### config.mk
export PLATFORM = sky130hd
export DESIGN_NAME = spike_aer_encoder
export DESIGN_NICKNAME = d
export VERILOG_FILES = /design/src/rtl/spike_aer_encoder.sv
export SDC_FILE = /design/constraint.sdc
export NUM_CORES = 1
export LEC_CHECK = 0
export ABC_AREA = 1
export CORE_MARGIN = 4
export CORE_UTILIZATION = 54
export CTS_CLUSTER_DIAMETER = 150
export DETAILED_ROUTE_END_ITERATION = 10
export PLACE_DENSITY = 0.75
export SYNTH_ARGS = -nofsm -noshare
export SYNTH_HDL_FRONTEND = slang
export SYNTH_SLANG_ARGS = --single-unit
### constraint.sdc
create_clock -name clk -period 3.5 [get_ports clk]
set_input_delay 0.7 -clock clk [delete_from_list [all_inputs] [get_ports clk]]
set_output_delay 0.7 -clock clk [all_outputs]
set_load 0.03 [all_outputs]
### src/rtl/spike_aer_encoder.sv
// spike_aer_encoder: parallel spike lines -> serial AER words {neuron, timestamp}.
// One pending slot per neuron holds the spike until it wins the single enqueue
// port; a show-ahead FIFO presents events behind a valid/ready handshake.
module spike_aer_encoder #(
    parameter int N_NEURONS  = 5,
    parameter int ADDR_W     = 3,
    parameter int TS_W       = 8,
    parameter int FIFO_DEPTH = 8
) (
    input  logic                          clk,
    input  logic                          rst,
    input  logic                          en,
    input  logic [N_NEURONS-1:0]          spike_in,
    output logic                          ev_valid,
    input  logic                          ev_ready,
    output logic [ADDR_W-1:0]             ev_addr,
    output logic [TS_W-1:0]               ev_ts,
    output logic [$clog2(FIFO_DEPTH):0]   fifo_count,
    output logic [7:0]                    drop_cnt
);
    localparam int PTR_W = $clog2(FIFO_DEPTH);
    localparam int CNT_W = PTR_W + 1;

    logic [TS_W-1:0]      ts_cnt;
    logic [N_NEURONS-1:0] pending;
    logic [TS_W-1:0]      pend_ts [N_NEURONS];
    logic [ADDR_W-1:0]    mem_addr [FIFO_DEPTH];
    logic [TS_W-1:0]      mem_ts [FIFO_DEPTH];
    logic [PTR_W-1:0]     wr_ptr, rd_ptr;
    logic [CNT_W-1:0]     count;

    logic                 full, pop, push;
    logic [ADDR_W-1:0]    sel;
    logic [N_NEURONS-1:0] clr, arm, drop;
    logic [7:0]           ndrop;
    logic [8:0]           drop_sum;
    logic [7:0]           drop_next;

    assign full     = (count == CNT_W'(FIFO_DEPTH));
    assign ev_valid = (count != '0);
    assign pop      = ev_valid & ev_ready;
    // A full FIFO still accepts a push when the head leaves on the same edge.
    assign push     = (|pending) & (~full | pop);
    assign arm      = en ? spike_in : '0;

    // Lowest-index pending neuron wins the enqueue port.
    always_comb begin
        sel = '0;
        for (int i = N_NEURONS - 1; i >= 0; i--)
            if (pending[i]) sel = ADDR_W'(i);
    end

    // Slot being drained this edge can be re-armed without losing the new spike.
    always_comb begin
        clr   = '0;
        ndrop = '0;
        for (int i = 0; i < N_NEURONS; i++) begin
            clr[i]  = push && (sel == ADDR_W'(i));
            drop[i] = arm[i] & pending[i] & ~clr[i];
            ndrop   = ndrop + 8'(drop[i]);
        end
        drop_sum  = {1'b0, drop_cnt} + {1'b0, ndrop};
        drop_next = drop_sum[8] ? 8'hFF : drop_sum[7:0];
    end

    // Free-running timestamp, drop counter and per-neuron pending slots.
    always_ff @(posedge clk) begin
        if (rst) begin
            ts_cnt   <= '0;
            pending  <= '0;
            drop_cnt <= '0;
            for (int i = 0; i < N_NEURONS; i++) pend_ts[i] <= '0;
        end else begin
            ts_cnt   <= ts_cnt + TS_W'(1);
            pending  <= (pending & ~clr) | arm;
            drop_cnt <= drop_next;
            for (int i = 0; i < N_NEURONS; i++)
                if (arm[i] && (!pending[i] || clr[i])) pend_ts[i] <= ts_cnt;
        end
    end

    // Event FIFO storage and pointers; count tracks occupancy directly.
    always_ff @(posedge clk) begin
        if (rst) begin
            wr_ptr <= '0;
            rd_ptr <= '0;
            count  <= '0;
            for (int i = 0; i < FIFO_DEPTH; i++) begin
                mem_addr[i] <= '0;
                mem_ts[i]   <= '0;
            end
        end else begin
            if (push) begin
                mem_addr[wr_ptr] <= sel;
                mem_ts[wr_ptr]   <= pend_ts[sel];
                wr_ptr           <= wr_ptr + PTR_W'(1);
            end
            if (pop) rd_ptr <= rd_ptr + PTR_W'(1);
            case ({push, pop})
                2'b10:   count <= count + CNT_W'(1);
                2'b01:   count <= count - CNT_W'(1);
                default: count <= count;
            endcase
        end
    end

    assign fifo_count = count;
    assign ev_addr    = ev_valid ? mem_addr[rd_ptr] : '0;
    assign ev_ts      = ev_valid ? mem_ts[rd_ptr]   : '0;
endmodule

==> impl_metrics.yaml <==
floorplan:
  design.portCount: 33
  floorplan.initialDensity: 0.551
  design.core.area_um2: 13200
  die_span_x_um: 124
  die_y_um: 124
  floorplan.rows: 42
  die_area_um2: 15400
pwr:
  static_leakage_nw: 3.32
  vdd_ir_drop_max_mv: 0.373
  cellPowerDensity_nw_per_um2: 708
sta:
  post-route-min-period_ps: 3400
  drv_slew: 0
  setup_violations: 0
  fin_skew_ps: 6.67
  timing.final.crit_share: 0.972
  timing.max_slew.rel_slack: 0.254
  grt_setup_unrepaired: "no"
  maxClockFrequency_ghz: 0.294
  totalNegativeSetupSlack_ps: 0
  worst_slew_pin_slew_ps: 1120
  whs_ps: 465
  fin_hold_viols: 0
detailed_routing:
  drt_iter0_drc: 415
  pre_antenna_drt_iters: 7
  final_antenna_net_count: 0
  drt_drc_violations_left: 0
  vias_per_cell: 5.46
  drt_wl_total_mm: 15.4
  detailroute.via_count: 5311
  wire_per_inst_um: 15.9
placement:
  routability_cong: 0.841
  detailed_place_hpwl_mm: 10.4
  buffer_ports.inserted: 32
finish:
  final.fill_count: 1050
  area_growth_syn_to_layout_pct: 17.2
  layout.nets: 806
  antenna-diode-count: 0
  layout-drive-gt1-share: 0.120
  final_core_util: 0.646
global_route:
  grt_pass1_wl_mm: 25.4
  first_global_vias: 5335
  global_route.usage.met3: 0.0489
  global_route.usage.met1: 0.246
  grt_remaining_overflow: 0
  grt_start_max_net_pins: 38
  gr-usage-all-layers: 0.207
  number_of_antenna_violations_at_the_first_check_in_global_routing: 0
  globalRouteMet2Util: 0.351
  global_route.peak_usage_layer: "met2"
worst_hold_path:
  worstHoldPathCells: 1
  timing.hold.worst.class: "flip-flop to flip-flop"
  hold_end: "ts_cnt[0]"
  worst_hold_startpoint: "ts_cnt[0]"
synth:
  synthTopCellsByArea: "sky130_fd_sc_hd__edfxtp_1 (53%), sky130_fd_sc_hd__nor2_1 (9.8%), sky130_fd_sc_hd__dfxtp_1 (9.3%)"
  netlist_area_pre_place_um2: 7300
  synth_ff_type: "sky130_fd_sc_hd__edfxtp_1"
  netlist_instances: 741
  synth.yosys.warnings: 0
  synth.most_common_cell: "sky130_fd_sc_hd__nor2_1"
  synth_seq_cells: 162
  sequential_fraction_of_the_synthesis_area: 0.620
  synth_largest_type_area_fraction: 0.526
  syn_nets: 763
  async_set_or_reset_register_ratio_after_synthesis: 0
  yosysTopAreaCell: "sky130_fd_sc_hd__edfxtp_1"
  synthesis.area_per_instance_um2: 9.85
  yosys-top-cells-count: "sky130_fd_sc_hd__nor2_1 (191), sky130_fd_sc_hd__edfxtp_1 (128), sky130_fd_sc_hd__o21ai_0 (79), sky130_fd_sc_hd__nand2_1 (72), sky130_fd_sc_hd__inv_1 (52)"
  synth-edff-count: 128
  distinct_cell_type_count_of_the_synthesized_netlist: 38
clock_tree:
  holdBufCountCts: 0
  cts.sink_count: 162
  tritoncts: "yes"
  max-clock-path-buffers: 2
  clkTransAtPathRegs_ps: 60
  cts_inserted_buffers: 17
  cts-root-buf: "sky130_fd_sc_hd__clkbuf_16"
  htreeDepth: 4
  worst_skew_pair.late_latency_ps: 430
critical_path:
  critical_path_peak_fanout: 13
  regToRegSetupSlack_ps: 240
  rr_startpoint: "pending[1]"
  cp_data_required_time_ps: 2800
  worst-r2r-cell-count: 16
  crit_type: "flip-flop to output pin"
  startpoint_class: "flip-flop"
  setup_crit_end_kind: "output pin"
  critical_path.reg2reg.endpoint: "drop_cnt[7]"
  critPathArrivalTime_ps: 2700
run:
  drv_cap: 0
run_status:
  run_status: "complete, no violations"
==> worst max-delay path by stage <==
stage                        to  slack (ps)  depth (start not counted)
floorplan           drop_cnt[5]          60                         17
global placement    drop_cnt[4]        -410                         17
finish               ev_addr[2]         100                          7
global route           ev_ts[2]           4                          7
detailed placement  drop_cnt[4]        -540                         17
CTS                  ev_addr[2]         130                          7
==> worst max-delay path, stage by stage, from the launching register on <==
cell	delay, ps
sky130_fd_sc_hd__dfxtp_1	510
sky130_fd_sc_hd__buf_4	260
sky130_fd_sc_hd__buf_4	220
sky130_fd_sc_hd__nor2_1	70
sky130_fd_sc_hd__nor2_1	90
sky130_fd_sc_hd__o21ai_1	110
sky130_fd_sc_hd__a31oi_1	270
sky130_fd_sc_hd__clkdlybuf4s50_1	730
==> cells by family after synthesis <==
group	share of synthesized area
compound gates	0.107
fa+ha+maj	0.0264
xor+xnor	0.00480
buf+inv	0.0523
simple gates	0.190
flops	0.620
==> placed cells by master, fill, tap and decap left out, types with 11 or more instances in the layout <==
cell,n
sky130_fd_sc_hd__nor2_1,189
sky130_fd_sc_hd__edfxtp_1,128
sky130_fd_sc_hd__o21ai_0,79
sky130_fd_sc_hd__nand2_1,72
sky130_fd_sc_hd__inv_1,52
sky130_fd_sc_hd__dfxtp_1,34
sky130_fd_sc_hd__a21oi_1,33
sky130_fd_sc_hd__clkdlybuf4s50_1,30
sky130_fd_sc_hd__buf_4,30
sky130_fd_sc_hd__nand3_1,18
sky130_fd_sc_hd__clkbuf_16,17
sky130_fd_sc_hd__a31oi_1,13
sky130_fd_sc_hd__nor2_2,11
==> report_power, final <==
part	switching [W]	internal, W
sequential	0.000103	0.00224
clock	0.000713	0.00132
combinational	0.00111	0.000566
==> registers in the layout, indices dropped and copies added, names as in the netlist, named ones only <==
signal,cells
drop_cnt,8
rd_ptr,3
mem_ts,64
fifo_count,4
mem_addr,24
wr_ptr,3
pend_ts,40
pending,5
ts_cnt,8
==> routing by layer <==
layer	share of wire	up-vias	wire length, um
met2	0.51	157	7860
li1	-	2591	-
met5	0	-	0
met4	0.031	0	483
met3	0.048	40	743
met1	0.41	2523	6340
==> cell type report <==
cell class	instances	area (um^2)	area share
sequential	162	4520	0.529
clock inverter	10	179	0.0209
tap	176	220	0.0257
clock buffer	22	474	0.0554
inverter	55	206	0.0241
multi-input combinational	486	2400	0.281
timing repair buffer	62	547	0.0639
==> metrics by stage <==
step / instance area (um^2) / total power (W) / cells / setup WS [ps]
CTS: 8550 / 0.00607 / 972 / 130
detailed placement: 7880 / 0.00405 / 940 / -536
floorplan: 7300 / 0.00344 / 741 / 56.3
global route: 8560 / 0.00635 / 973 / 3.77
global placement: 7880 / 0.00401 / 940 / -412
finish: 8560 / 0.00606 / 973 / 96.7
==> repair_timing <==
action	in CTS	in global routing
endpoints found under the setup margin	7	5
pin swaps	2	1
resized for setup	5	1
gates cloned	0	0
buffers inserted	0	1
(Power assumes the default switching activity.)
